[config.mk]
export PLATFORM = sky130hd
export DESIGN_NAME = sync_fifo_flex_flat
export DESIGN_NICKNAME = d
export VERILOG_FILES = /design/src/rtl/sync_fifo_flex_pkg.sv /design/src/rtl/sync_fifo_flex_if.sv /design/src/rtl/sync_fifo_flex_mem.sv /design/src/rtl/sync_fifo_flex.sv /design/src/flat_wrapper.sv
export SDC_FILE = /design/constraint.sdc
export NUM_CORES = 1
export LEC_CHECK = 0
export ABC_AREA = 1
export BUFFER_PORTS_ARGS = -buffer_cell sky130_fd_sc_hd__clkbuf_2
export CAP_MARGIN = 20
export CORE_MARGIN = 4
export CORE_UTILIZATION = 35
export CTS_CLUSTER_DIAMETER = 50
export CTS_CLUSTER_SIZE = 24
export DETAILED_ROUTE_END_ITERATION = 12
export GPL_TIMING_DRIVEN = 0
export PLACE_DENSITY_LB_ADDON = 0.3
export SYNTH_ARGS = -nofsm -noshare
export SYNTH_HDL_FRONTEND = slang
export SYNTH_SLANG_ARGS = --single-unit
[constraint.sdc]
create_clock -name clk_i -period 3.85 [get_ports clk_i]
set_input_delay 0.1925 -clock clk_i [delete_from_list [all_inputs] [get_ports clk_i]]
set_output_delay 0.1925 -clock clk_i [all_outputs]
set_load 0.01 [all_outputs]
[src/rtl/sync_fifo_flex_pkg.sv]
// Shared defaults and helpers for the flexible synchronous FIFO.
// Read-mode encodings and count-width helper live here.
package sync_fifo_pkg;

    localparam int DEF_WIDTH = 8;
    localparam int DEF_DEPTH = 16;

    localparam int MODE_STD  = 0;
    localparam int MODE_FWFT = 1;

    // Count must represent 0..DEPTH inclusive.
    function automatic int cnt_width(input int depth);
        return $clog2(depth) + 1;
    endfunction

endpackage

[src/rtl/sync_fifo_flex_if.sv]
// Producer/consumer bundle for sync_fifo_flex.
// master drives requests, slave is the FIFO itself.
interface sync_fifo_flex_if
    import sync_fifo_pkg::*;
#(
    parameter int WIDTH = DEF_WIDTH,
    parameter int DEPTH = DEF_DEPTH
);
    localparam int CW = cnt_width(DEPTH);

    logic             clear_i;
    logic             wr_en_i;
    logic [WIDTH-1:0] wdata_i;
    logic             rd_en_i;
    logic [WIDTH-1:0] rdata_o;
    logic             rvalid_o;
    logic             empty_o;
    logic             full_o;
    logic             almost_empty_o;
    logic             almost_full_o;
    logic [CW-1:0]    count_o;
    logic             overflow_o;
    logic             underflow_o;
    logic             error_o;

    modport master (
        output clear_i, wr_en_i, wdata_i, rd_en_i,
        input  rdata_o, rvalid_o, empty_o, full_o,
        input  almost_empty_o, almost_full_o, count_o,
        input  overflow_o, underflow_o, error_o
    );

    modport slave (
        input  clear_i, wr_en_i, wdata_i, rd_en_i,
        output rdata_o, rvalid_o, empty_o, full_o,
        output almost_empty_o, almost_full_o, count_o,
        output overflow_o, underflow_o, error_o
    );

endinterface

[src/rtl/sync_fifo_flex_mem.sv]
// FIFO storage: synchronous write, asynchronous read.
// Storage is deliberately not reset.
module fifo_mem #(
    parameter int WIDTH = 8,
    parameter int DEPTH = 16,
    parameter int AW    = 4
) (
    input  logic             clk,
    input  logic             we,
    input  logic [AW-1:0]    waddr,
    input  logic [WIDTH-1:0] wdata,
    input  logic [AW-1:0]    raddr,
    output logic [WIDTH-1:0] rdata
);

    logic [WIDTH-1:0] mem [DEPTH];

    always_ff @(posedge clk) begin
        if (we) mem[waddr] <= wdata;
    end

    assign rdata = mem[raddr];

endmodule

[src/rtl/sync_fifo_flex.sv]
// Single-clock FIFO with thresholds, count, FWFT option,
// synchronous flush and sticky overflow/underflow error.
module sync_fifo_flex
    import sync_fifo_pkg::*;
#(
    parameter int WIDTH         = DEF_WIDTH,
    parameter int DEPTH         = DEF_DEPTH,
    parameter int ADDRESS_WIDTH = $clog2(DEPTH),
    parameter int AFULL_THRESH  = DEPTH - 2,
    parameter int AEMPTY_THRESH = 2,
    parameter int FWFT          = MODE_STD
) (
    input logic             clk_i,
    input logic             rst_i,
    sync_fifo_flex_if.slave bus
);

    localparam int CW = cnt_width(DEPTH);
    localparam logic [CW-1:0] DEPTH_C = CW'(DEPTH);
    localparam logic [CW-1:0] AF_C    = CW'(AFULL_THRESH);
    localparam logic [CW-1:0] AE_C    = CW'(AEMPTY_THRESH);
    localparam logic [ADDRESS_WIDTH-1:0] LAST = ADDRESS_WIDTH'(DEPTH - 1);

    logic [ADDRESS_WIDTH-1:0] wr_ptr, rd_ptr;
    logic [CW-1:0]            count;
    logic [WIDTH-1:0]         mem_rdata, rdata_q;
    logic                     ovf_q, unf_q, err_q, rvalid_q;
    logic                     empty, full;
    logic                     rd_acc, wr_acc, ovf_d, unf_d;

    // Explicit wrap so DEPTH need not be a power of two.
    function automatic logic [ADDRESS_WIDTH-1:0] bump(
        input logic [ADDRESS_WIDTH-1:0] p
    );
        return (p == LAST) ? '0 : p + ADDRESS_WIDTH'(1);
    endfunction

    assign empty  = (count == '0);
    assign full   = (count == DEPTH_C);
    assign rd_acc = bus.rd_en_i && !empty && !bus.clear_i;
    assign wr_acc = bus.wr_en_i && (!full || rd_acc) && !bus.clear_i;
    assign ovf_d  = bus.wr_en_i && !wr_acc && !bus.clear_i;
    assign unf_d  = bus.rd_en_i && !rd_acc && !bus.clear_i;

    fifo_mem #(
        .WIDTH (WIDTH),
        .DEPTH (DEPTH),
        .AW    (ADDRESS_WIDTH)
    ) u_mem (
        .clk   (clk_i),
        .we    (wr_acc),
        .waddr (wr_ptr),
        .wdata (bus.wdata_i),
        .raddr (rd_ptr),
        .rdata (mem_rdata)
    );

    always_ff @(posedge clk_i or posedge rst_i) begin
        if (rst_i) begin
            wr_ptr   <= '0;
            rd_ptr   <= '0;
            count    <= '0;
            ovf_q    <= 1'b0;
            unf_q    <= 1'b0;
            err_q    <= 1'b0;
            rvalid_q <= 1'b0;
            rdata_q  <= '0;
        end else if (bus.clear_i) begin
            wr_ptr   <= '0;
            rd_ptr   <= '0;
            count    <= '0;
            ovf_q    <= 1'b0;
            unf_q    <= 1'b0;
            err_q    <= 1'b0;
            rvalid_q <= 1'b0;
        end else begin
            if (wr_acc) wr_ptr <= bump(wr_ptr);
            if (rd_acc) rd_ptr <= bump(rd_ptr);
            case ({wr_acc, rd_acc})
                2'b10:   count <= count + CW'(1);
                2'b01:   count <= count - CW'(1);
                default: count <= count;
            endcase
            ovf_q    <= ovf_d;
            unf_q    <= unf_d;
            err_q    <= err_q | ovf_d | unf_d;
            rvalid_q <= rd_acc;
            if (rd_acc) rdata_q <= mem_rdata;
        end
    end

    // FWFT presents the head word directly; zero while empty.
    assign bus.rdata_o = (FWFT == MODE_FWFT)
                       ? (empty ? '0 : mem_rdata)
                       : rdata_q;
    assign bus.rvalid_o = (FWFT == MODE_FWFT) ? !empty : rvalid_q;

    assign bus.empty_o        = empty;
    assign bus.full_o         = full;
    assign bus.almost_empty_o = (count <= AE_C);
    assign bus.almost_full_o  = (count >= AF_C);
    assign bus.count_o        = count;
    assign bus.overflow_o     = ovf_q;
    assign bus.underflow_o    = unf_q;
    assign bus.error_o        = err_q;

endmodule
[src/flat_wrapper.sv]
// flat-port wrapper written by rule: the top's interface ports become plain ports
module sync_fifo_flex_flat import sync_fifo_pkg::*;
#(
    parameter int WIDTH         = DEF_WIDTH,
    parameter int DEPTH         = DEF_DEPTH,
    parameter int ADDRESS_WIDTH = $clog2(DEPTH),
    parameter int AFULL_THRESH  = DEPTH - 2,
    parameter int AEMPTY_THRESH = 2,
    parameter int FWFT          = MODE_STD
)
  (clk_i, rst_i, bus_clear_i, bus_wr_en_i, bus_wdata_i, bus_rd_en_i, bus_rdata_o, bus_rvalid_o, bus_empty_o, bus_full_o, bus_almost_empty_o, bus_almost_full_o, bus_count_o, bus_overflow_o, bus_underflow_o, bus_error_o);
  sync_fifo_flex_if #(.WIDTH(WIDTH), .DEPTH(DEPTH)) bus_i ();
  input logic clk_i;
  input logic rst_i;
  input wire logic [$bits(bus_i.clear_i)-1:0] bus_clear_i;
  input wire logic [$bits(bus_i.wr_en_i)-1:0] bus_wr_en_i;
  input wire logic [$bits(bus_i.wdata_i)-1:0] bus_wdata_i;
  input wire logic [$bits(bus_i.rd_en_i)-1:0] bus_rd_en_i;
  output wire logic [$bits(bus_i.rdata_o)-1:0] bus_rdata_o;
  output wire logic [$bits(bus_i.rvalid_o)-1:0] bus_rvalid_o;
  output wire logic [$bits(bus_i.empty_o)-1:0] bus_empty_o;
  output wire logic [$bits(bus_i.full_o)-1:0] bus_full_o;
  output wire logic [$bits(bus_i.almost_empty_o)-1:0] bus_almost_empty_o;
  output wire logic [$bits(bus_i.almost_full_o)-1:0] bus_almost_full_o;
  output wire logic [$bits(bus_i.count_o)-1:0] bus_count_o;
  output wire logic [$bits(bus_i.overflow_o)-1:0] bus_overflow_o;
  output wire logic [$bits(bus_i.underflow_o)-1:0] bus_underflow_o;
  output wire logic [$bits(bus_i.error_o)-1:0] bus_error_o;
  assign bus_i.clear_i = bus_clear_i;
  assign bus_i.wr_en_i = bus_wr_en_i;
  assign bus_i.wdata_i = bus_wdata_i;
  assign bus_i.rd_en_i = bus_rd_en_i;
  assign bus_rdata_o = bus_i.rdata_o;
  assign bus_rvalid_o = bus_i.rvalid_o;
  assign bus_empty_o = bus_i.empty_o;
  assign bus_full_o = bus_i.full_o;
  assign bus_almost_empty_o = bus_i.almost_empty_o;
  assign bus_almost_full_o = bus_i.almost_full_o;
  assign bus_count_o = bus_i.count_o;
  assign bus_overflow_o = bus_i.overflow_o;
  assign bus_underflow_o = bus_i.underflow_o;
  assign bus_error_o = bus_i.error_o;
  sync_fifo_flex #(.WIDTH(WIDTH), .DEPTH(DEPTH), .ADDRESS_WIDTH(ADDRESS_WIDTH), .AFULL_THRESH(AFULL_THRESH), .AEMPTY_THRESH(AEMPTY_THRESH), .FWFT(FWFT)) u_core (.clk_i(clk_i), .rst_i(rst_i), .bus(bus_i));
endmodule
# --- Word level (Yosys, flattened, before mapping) ---
# Memories as Yosys holds them, arrays and structs flattened. A register that Yosys moved wholly into a read port is not among the register bits.
# Cells that the tools add are included.
# Widths: inputs -> output; s select.
word_totals:
  elab_cells: 55
  ff_bits: 17
  out_inout_bits: 21
  ram_bits: 128
  memories: 1
memory_table:
  columns: ["memory", "depth", "word_bits", "rd", "rd_clocked_by_memory_dff", "write_ports", "line_no", "rtl"]
  rows:
  - ["u_core.u_mem.mem", 16, 8, 1, 1, 1, "sync_fifo_flex_mem.sv:16", "logic [WIDTH-1:0] mem [DEPTH];"]
op_classes:
  bitwise_logic: 3
  add_sub_neg: 4
  mux: 14
  n_eq_ne: 5
  n_reduce_logical: 19
  order_cmp: 2
op_table:
  columns: ["op", "n"]
  rows:
  - ["$mux 4", 6]
  - ["$pmux 5 s2", 1]
  - ["$add 4x1->4 const B", 2]
  - ["$eq 4x4->1 const B", 2]
  - ["$logic_and 1x1->1", 8]
  - ["$mux 1", 6]
  - ["$add 5x1->5 const B", 1]
  - ["$eq 5x5->1 const B", 1]
  - ["$ge 5x4->1 const B", 1]
  - ["$le 5x2->1 const B", 1]
  - ["$logic_not 1->1", 5]
  - ["$logic_not 5->1", 1]
  - ["$mux 5", 1]
  - ["$sub 5x1->5 const B", 1]
  - ["$reduce_bool 2->1", 2]
  - ["$reduce_bool 3->1", 1]
  - ["$eq 2x1->1 const B", 1]
  - ["$eq 2x2->1 const B", 1]
  - ["$or 1x1->1", 2]
  - ["$reduce_and 2->1", 1]
  - ["$logic_or 1x1->1", 1]
  - ["$not 1->1", 1]

# --- Depth between registers and ports, before layout ---
# Gate-level depths: netlist of the first run.
depth:
  depth_word: 13
  mapped_depth: 12
  mapped_depth_nobuf: 12

# --- Hierarchy ---
# From an unflattened synthesis of the first run, not the netlist that was laid out.
unflattened:
  hier_cells: 694
  area_unflattened_um2: 6927.9
by_module_without_submodules:
  columns: ["module", "cells_each", "n_inst", "area_per_inst_um2"]
  rows:
  - ["fifo_mem", 543, 1, 5606.6]
  - ["sync_fifo_flex", 151, 1, 1321.3]

# --- Least setup slack after synthesis of the first run ---
# OpenSTA, ideal clock, no wires.
synth_path:
  kind: "reg2reg"
  from: "reg u_core.count[1], in the netlist u_core.bus.count_o[1]"
  to: "mem u_core.u_mem.mem[3][0], enable pin"
  path_slack_ns: 1.783
  required_time_ns: 3.467
  period_less_slack_ns: 2.067
  arrival_ns: 1.684
  path_stages_with_launch: 9
  path_cell_list: "dfrtp_1 -> nor2_1 -> nand3_2 -> nand3_1 -> nand2_1 -> nand2_2 -> nor2_4 -> inv_2 -> nor3_1"
synth_between:
  elab_chain_len: 9
synth_rtl:
  columns: ["element", "line_no", "rtl"]
  rows:
  - ["start, declared", "sync_fifo_flex.sv:25", "logic [CW-1:0] count;"]
  - ["start signal, assigned", "sync_fifo_flex.sv:80", "2'b10: count <= count + CW'(1);"]
  - ["start signal, assigned", "sync_fifo_flex.sv:81", "2'b01: count <= count - CW'(1);"]
  - ["start signal, assigned", "sync_fifo_flex.sv:82", "default: count <= count;"]
  - ["$logic_not 5->1", "sync_fifo_flex.sv:38", "assign empty = (count == '0);"]
  - ["$logic_not 1->1", "sync_fifo_flex.sv:40", "assign rd_acc = bus.rd_en_i && !empty && !bus.clear_i;"]
  - ["$logic_and 1x1->1 (2 in a row)", "sync_fifo_flex.sv:40", null]
  - ["$logic_or 1x1->1 *", "sync_fifo_flex.sv:41", "assign wr_acc = bus.wr_en_i && (!full || rd_acc) && !bus.clear_i;"]
  - ["$logic_and 1x1->1 * (2 in a row)", "sync_fifo_flex.sv:41", null]
  - ["$mux 1 *", "sync_fifo_flex_mem.sv:19", "if (we) mem[waddr] <= wdata;"]
  - ["$mux 1 (not written as such) *", "sync_fifo_flex_mem.sv:19", null]
  - ["end, declared", "sync_fifo_flex_mem.sv:16", null]
# Mark *: on every way between the ends. The rest lies on a longest branch, timed or not.

# --- Final worst setup path of the first run ---
layout_path:
  from: "reg u_core.count[4], in the netlist u_core.bus.count_o[4]"
  to: "mem u_core.u_mem.mem[12][2], enable pin"
# Same word-level chain as after synthesis.

==> summary.md, run 1 <==
| Metric | Value |
|---|---|
| Status | `finished clean` |
| I/O pin count | `34` |
| Drt drc | `0` |
| Reg clk slew, reported paths | `0.06 ns` |
| Slew HR | `26.18%` |
| Startpoint Class | `flip-flop` |
| Avg Cell Area, Syn | `11.67 um^2` |
| Final setup vio count | `0` |
| Syn Inst Count | `553` |
| Wire length per cell | `19.12 um` |
| Setup Buffers After CTS | `0` |
| Synth-to-layout area growth | `16.17%` |
| Slowest stage cell, crit path | `nor2_1` |
| CTS Buffer Depth | `2` |
| Post-DP HPWL | `11,290 um` |
| CTS tree | `yes` |
| Flop2flop setup slack | `1.27 ns` |
| Required time worst endpoint | `3.89 ns` |
| FF-to-FF End | `u_core.u_mem.mem[12][2]$_DFFE_PP_` |
| Fin crit share | `67.07%` |
| Psw | `1.416 mW` |
| Combinational power share | `23.6%` |
| Via count | `4,399` |
| Max VDD drop | `0.0003744 V` |
| Path type of the worst setup path | `flip-flop to flip-flop` |
| Worst Tran Pin Value | `1.099 ns` |
| Clk Latency, worst-skew pair | `0.43 ns` |
| Setup Skew | `0.008104 ns` |
| Clock share of power | `34.1%` |
| Part of the power in registers | `42.3%` |
| WL final | `16,270 um` |
| Max_cap viols | `0` |
| Highest clock rate | `387.3 MHz` |
| Synth Warn # | `0` |
| WP data arrival | `2.62 ns` |
| Die area | `20,680 um^2` |
| RSZ-0062 raised after global routing | `no` |
| Hold Path Sink | `u_core.bus.overflow_o$_DFF_PP0_` |
| Delay-heaviest family, CP | `simple AND/OR/NAND/NOR gates` |
| Hold path cells | `3` |
| WP buf/inv | `1` |
| Die X | `143.8 um` |
| Worst path cell trace | `inv_1 > nand3_2 > nand3_1 > nand2_1 > nand2_2 > nor2_4 > nand2_1 > nor2_1` |
| Post-detailed-route count of antenna-violating nets | `0` |
| Post-Syn Nets | `575` |
| Register area share after synthesis | `69.25%` |
| Min cycle time layout | `2.582 ns` |
| First-pass iteration count of the detailed router | `5` |
| Fin Setup TNS | `0 ns` |
| CP max stage delay | `0.84 ns` |
| Final Power | `4.579 mW` |
| FF-to-FF Start | `u_core.bus.count_o[4]$_DFFE_PP0P_` |
| Clk sinks | `153` |
| Total Nets Final | `631` |
| R2R depth | `8` |
| First-pass GRT wire length | `25,050 um` |
| Yosys cell types | `31` |
| Number of synthesized register bits | `153` |
| H-tree Lvls | `4` |
| Port Buf Inserts | `33` |
| Min-Delay Startpoint | `bus_wr_en_i` |
| Vias/cell | `5.169` |
| Initial Utilization | `35.80%` |
| P per Cell Area | `610.7 nW/um^2` |
| Clk root buf | `clkbuf_16` |
| Synthesized area | `6454 um^2` |
| CP dominant cell by count | `nand2_1` |
| GRT Residual Overflow | `0` |
| Net Sw Frac | `30.94%` |
| Crit-path max FO | `8` |
| Worst setup EP type | `flip-flop` |
| Tot GR Track Use | `16.64%` |
| HP Class | `input pin to flip-flop` |
| Antenna diodes | `0` |
| CTS buffer count | `17` |
| Largest net degree at the start of global routing | `26` |
| 1st-iter DRT viols | `424` |
| Int Pwr | `3.162 mW` |
| Vias in the first global route | `4,361` |
| Initial antenna violation count | `0` |
| Final hold vios | `0` |
| P_leak | `2.818 nW` |
| Die height | `143.8 um` |
| Final Core Density | `41.59%` |
| PostCTS Resize Cnt | `0` |
| Core area | `18,020 um^2` |
| GP Congestion | `0.9025` |
| Share of cells above drive strength 1 | `14.63%` |
| Slew Viols, Final | `0` |
| Num rows | `49` |
sequential cells by signal, indices dropped and copies added, names as in the netlist:
name	cells
u_core.rd_ptr	4
u_core.bus.overflow_o	1
u_core.bus.rvalid_o	1
u_core.bus.error_o	1
u_core.bus.underflow_o	1
u_core.u_mem.mem	128
u_core.wr_ptr	4
u_core.bus.rdata_o	8
u_core.bus.count_o	5
how the worst max path moves through the flow:
stage / startpoint / to / slack [ns] / depth (start not counted)
4_1_cts: u_core.bus.count_o[4]$_DFFE_PP0P_ / u_core.u_mem.mem[12][2]$_DFFE_PP_ / 1.25 / 8
3_5_place_dp: u_core.bus.count_o[4]$_DFFE_PP0P_ / u_core.u_mem.mem[12][0]$_DFFE_PP_ / 1.25 / 8
3_3_place_gp: u_core.bus.count_o[4]$_DFFE_PP0P_ / u_core.u_mem.mem[7][7]$_DFFE_PP_ / 1.14 / 8
5_1_grt: u_core.bus.count_o[4]$_DFFE_PP0P_ / u_core.u_mem.mem[12][2]$_DFFE_PP_ / 1.06 / 8
2_1_floorplan: u_core.bus.count_o[1]$_DFFE_PP0P_ / u_core.u_mem.mem[3][0]$_DFFE_PP_ / 1.78 / 8
6_report: u_core.bus.count_o[4]$_DFFE_PP0P_ / u_core.u_mem.mem[12][2]$_DFFE_PP_ / 1.27 / 8
power by group through the flow:
stage	combinational (mW)	clock, mW	sequential, mW
floorplan	0.648	0	1.98
global placement	1.06	0	1.96
detailed placement	1.08	0	1.97
CTS	1.08	1.57	1.94
global route	1.21	1.65	1.95
finish	1.08	1.56	1.94
cells in the final DEF (no fill, tap or decap):
cell	count
edfxtp_1	128
nor2_1	112
nand2_1	65
o21ai_0	61
clkbuf_2	35
nand3_1	32
o211ai_1	32
dfrtp_1	25
inv_1	21
clkbuf_16	17
o21ai_1	13
buf_2	12
clkinv_1	8
clkbuf_1	8
ha_1	8
buf_4	5
inv_2	5
buf_6	5
xor2_1	4
nor3_1	4
a21oi_1	3
bufinv_16	2
clkinvlp_4	2
clkinv_2	2
nor2_2	1
nand3_2	1
xnor2_1	1
o22ai_1	1
nand4_2	1
nand4_1	1
nand2_2	1
nor2_4	1
o21bai_1	1
a31oi_1	1
fa_1	1
dlygate4sd3_1	1
buf_16	1
worst reg2reg max path: cells and delay by family, from the launching register on:
kind | cells | cell delay (ns)
buffers and inverters | 1 | 0.14
flip-flops | 1 | 0.44
AND/OR/NAND/NOR | 7 | 1.61
cells by family (layout without fill, tap and decap cells):
logic type | after synthesis | count (layout) | synth area share (%)
flops | 153 | 153 | 69.25
buf+inv | 55 | 124 | 4.304
simple gates | 219 | 219 | 13.90
compound gates | 112 | 112 | 10.00
fa+ha+maj | 9 | 9 | 1.861
xor+xnor | 5 | 5 | 0.6785
metrics by stage:
step | instance area (um^2) | hold WS (ns) | worst slack [ns] | instances
global placement | 6905 | 0.4102 | 1.143 | 815
detailed placement | 6910 | 0.4450 | 1.253 | 816
floorplan | 6454 | 0.2198 | 1.783 | 553
CTS | 7465 | 0.04234 | 1.246 | 849
finish | 7497 | 0.05506 | 1.268 | 851
global route | 7497 | 0.07108 | 1.058 | 851
metal layers:
metal	share of wire, %	routed length, um	global-route usage [%]	up-vias
li1	-	-	-	2065
met1	45	7257	23.18	2199
met2	47	7705	25.57	118
met3	6.7	1082	4.293	17
met4	1.4	221	5.401	0
met5	0	0	0	-
synthesized netlist by cell type, drive strengths merged:
master | number | share of area, %
fa | 1 | 0.31
a21oi | 3 | 0.23
dfrtp | 25 | 9.7
o211ai | 32 | 3.7
o21ai | 74 | 5.7
ha | 8 | 1.6
inv | 26 | 1.5
o21bai | 1 | 0.12
clkinv | 2 | 0.12
clkbuf | 6 | 0.37
xnor2 | 1 | 0.14
nand4 | 2 | 0.29
edfxtp | 128 | 60
nor3 | 4 | 0.31
nand3 | 33 | 2.6
a31oi | 1 | 0.097
buf | 21 | 2.3
nand2 | 66 | 3.9
o22ai | 1 | 0.097
nor2 | 114 | 6.8
xor2 | 4 | 0.54
cell type report:
type / count / area, um^2
multi-input cells: 345 / 1707
fillers: 1730 / 10530
repair buffers: 37 / 212.7
clock buffers: 20 / 436.7
clock inverters: 12 / 107.6
plain buffers: 27 / 172.7
inverters: 28 / 105.1
well taps: 229 / 286.5
flip-flops and latches: 153 / 4469
timing repair:
item                                   4_1_cts  5_1_grt
setup endpoints to repair                    0        0
hold buffers                                 1        0
endpoints found under the hold margin       23        0
Power figures use the tool's default switching activity.
==> inputs of run 2 (changes only) <==
==> constraint.sdc (replaced) <==
create_clock -name clk_i -period 2.6 [get_ports clk_i]
set_input_delay 0.13 -clock clk_i [delete_from_list [all_inputs] [get_ports clk_i]]
set_output_delay 0.13 -clock clk_i [all_outputs]
set_load 0.01 [all_outputs]
==> summary.md, run 2 (synthesized netlist as in run 1, its figures left out) <==
| Metric | Value |
|---|---|
| Num rows | `49 (unchanged)` |
| CTS Buffer Depth | `2 (unchanged)` |
| Status | `finished clean` |
| Startpoint Class | `flip-flop` |
| Fillers | `1,727 (-0.17%)` |
| Post-DP HPWL | `11,290 um (unchanged)` |
| Antenna diodes | `0 (unchanged)` |
| Reg clk slew, reported paths | `0.06 ns (about the same)` |
| Final worst slack | `0.1382 ns (-1.130 ns)` |
| Total Nets Final | `633 (+0.32%)` |
| Max VDD drop | `0.0005521 V (+47%)` |
| Min cycle time layout | `2.462 ns (-0.1204 ns)` |
| Crit-path max FO | `8 (unchanged)` |
| Max_cap viols | `0 (unchanged)` |
| Fin Setup TNS | `0 ns (unchanged)` |
| Wire length per cell | `19.16 um (+0.21%)` |
| Core area | `18,020 um^2 (unchanged)` |
| P per Cell Area | `901.3 nW/um^2 (+48%)` |
| Path type of the worst setup path | `flip-flop to flip-flop` |
| Hold slack | `0.1205 ns (+0.06539 ns)` |
| Drt drc | `0 (unchanged)` |
| Hold path cells | `4 (+1)` |
| R2R depth | `8 (unchanged)` |
| Required time worst endpoint | `2.65 ns (-1.24 ns)` |
| Initial antenna violation count | `0 (unchanged)` |
| Vias/cell | `5.145 (-0.46%)` |
| P_leak | `2.826 nW (+0.29%)` |
| CTS buffer count | `17 (unchanged)` |
| Synth-to-layout area growth | `16.67%` |
| CTS tree | `yes` |
| I/O pin count | `34 (unchanged)` |
| WL final | `16,340 um (+0.45%)` |
| Final Core Density | `41.77% (+0.18 points)` |
| Pre-CTS setup slack | `0.002665 ns (-1.250 ns)` |
| Clk Latency, worst-skew pair | `0.43 ns (about the same)` |
| Worst Tran Pin Value | `0.8834 ns (-0.2154 ns)` |
| Most frequent cells in the layout | `edfxtp_1, nor2_1, nand2_1` |
| DP Cell Count | `816 (unchanged)` |
| Clk sinks | `153 (unchanged)` |
| Reg with most FFs | `u_core.u_mem.mem` |
| First-pass iteration count of the detailed router | `4 (-1)` |
| Initial Utilization | `35.80% (unchanged)` |
| GRT Residual Overflow | `0 (unchanged)` |
| Share of cells above drive strength 1 | `15.22% (+0.59 points)` |
| Largest net degree at the start of global routing | `26 (unchanged)` |
| Highest clock rate | `406.2 MHz (+4.9%)` |
| Die height | `143.8 um (unchanged)` |
| WP data arrival | `2.51 ns (-0.11 ns)` |
| First-pass GRT wire length | `25,070 um (+0.11%)` |
| 1st-iter DRT viols | `462 (+9.0%)` |
| Fin crit share | `94.68% (+28 points)` |
| Clk root buf | `clkbuf_16` |
| Leading cell type in the layout, fill and taps excluded | `edfxtp_1` |
| HP Class | `input pin to flip-flop` |
| Die X | `143.8 um (unchanged)` |
| Post-detailed-route count of antenna-violating nets | `0 (unchanged)` |
| Vias in the first global route | `4,372 (+0.25%)` |
| Slew Viols, Final | `0 (unchanged)` |
| Final Power | `6.787 mW (+48%)` |
| Final hold vios | `0 (unchanged)` |
| GP Congestion | `0.9025 (unchanged)` |
| Post-route design area | `7530 um^2 (+0.43%)` |
| DP Area | `6910 um^2 (unchanged)` |
| Via count | `4,389 (-0.23%)` |
| Setup Skew | `0.01012 ns (+0.002015 ns)` |
| Max reg flops | `128 (unchanged)` |
| Die area | `20,680 um^2 (unchanged)` |
| Port Buf Inserts | `33 (unchanged)` |
| Final Non-Filler Cells | `853 (+0.24%)` |
| H-tree Lvls | `4 (unchanged)` |
| Final setup vio count | `0 (unchanged)` |
| RSZ-0062 raised after global routing | `yes` |
| Tot GR Track Use | `16.65% (about the same)` |
| Worst setup EP type | `flip-flop` |
| Slew HR | `40.89% (+15 points)` |
[run 2: layout make-up]
cell class / instances / area (um^2) / share of cell area (%)
multi-input cells: 345 / 1719 / 22.83
inverters: 28 / 105.1 / 1.396
plain buffers: 27 / 172.7 / 2.293
clock buffers: 20 / 436.7 / 5.799
repair buffers: 39 / 232.7 / 3.091
well taps: 229 / 286.5 / 3.805
flip-flops and latches: 153 / 4469 / 59.36
clock inverters: 12 / 107.6 / 1.429
[run 2: path summary, 6_finish.rpt]
kind | start | end | slack [ns]
worst max register to register | u_core.bus.count_o[4]$_DFFE_PP0P_ | u_core.u_mem.mem[5][5]$_DFFE_PP_ | 0.14
max in group asynchronous | rst_i | u_core.bus.count_o[4]$_DFFE_PP0P_ | 2.09
worst min register to register | u_core.bus.rdata_o[7]$_DFFE_PP0P_ | u_core.bus.rdata_o[7]$_DFFE_PP0P_ | 0.48
worst max-delay path | u_core.bus.count_o[4]$_DFFE_PP0P_ | u_core.u_mem.mem[5][5]$_DFFE_PP_ | 0.14
min in group asynchronous | rst_i | u_core.bus.rdata_o[1]$_DFFE_PP0P_ | 0.14
worst min-delay path | bus_clear_i | u_core.rd_ptr[1]$_DFFE_PP0P_ | 0.12
[run 2: power by group]
group	switching (mW)	total, mW	internal, mW
Combinational	1.08	1.60	0.524
Clock	0.930	2.32	1.39
Sequential	0.0915	2.87	2.77
Total	2.10	6.79	4.68
[run 2: what timing repair did]
action                     4_1_cts  5_1_grt
setup buffers                    0        0
resized for setup                1        3
pin swaps                        0        0
hold buffers                     3        0
hold endpoints to repair        27        0
setup endpoints to repair        8       40
[run 2: critical path: stages, from the launching register on]
cell,delay (ns)
dfrtp_1,0.44
inv_1,0.14
nand3_2,0.15
nand3_1,0.10
nand2_1,0.09
nand2_2,0.08
nor2_4,0.17
nand2_1,0.19
nor2_1,0.72
[run 2: per-layer routing]
metal  share of wire, %  vias to the layer above  global-route usage (%)
met5                  0                        -                       0
met4                1.3                        0                   5.401
met3                6.4                       22                   4.293
met2                 47                      119                   25.60
met1                 45                     2181                   23.20
li1                   -                     2067                       -
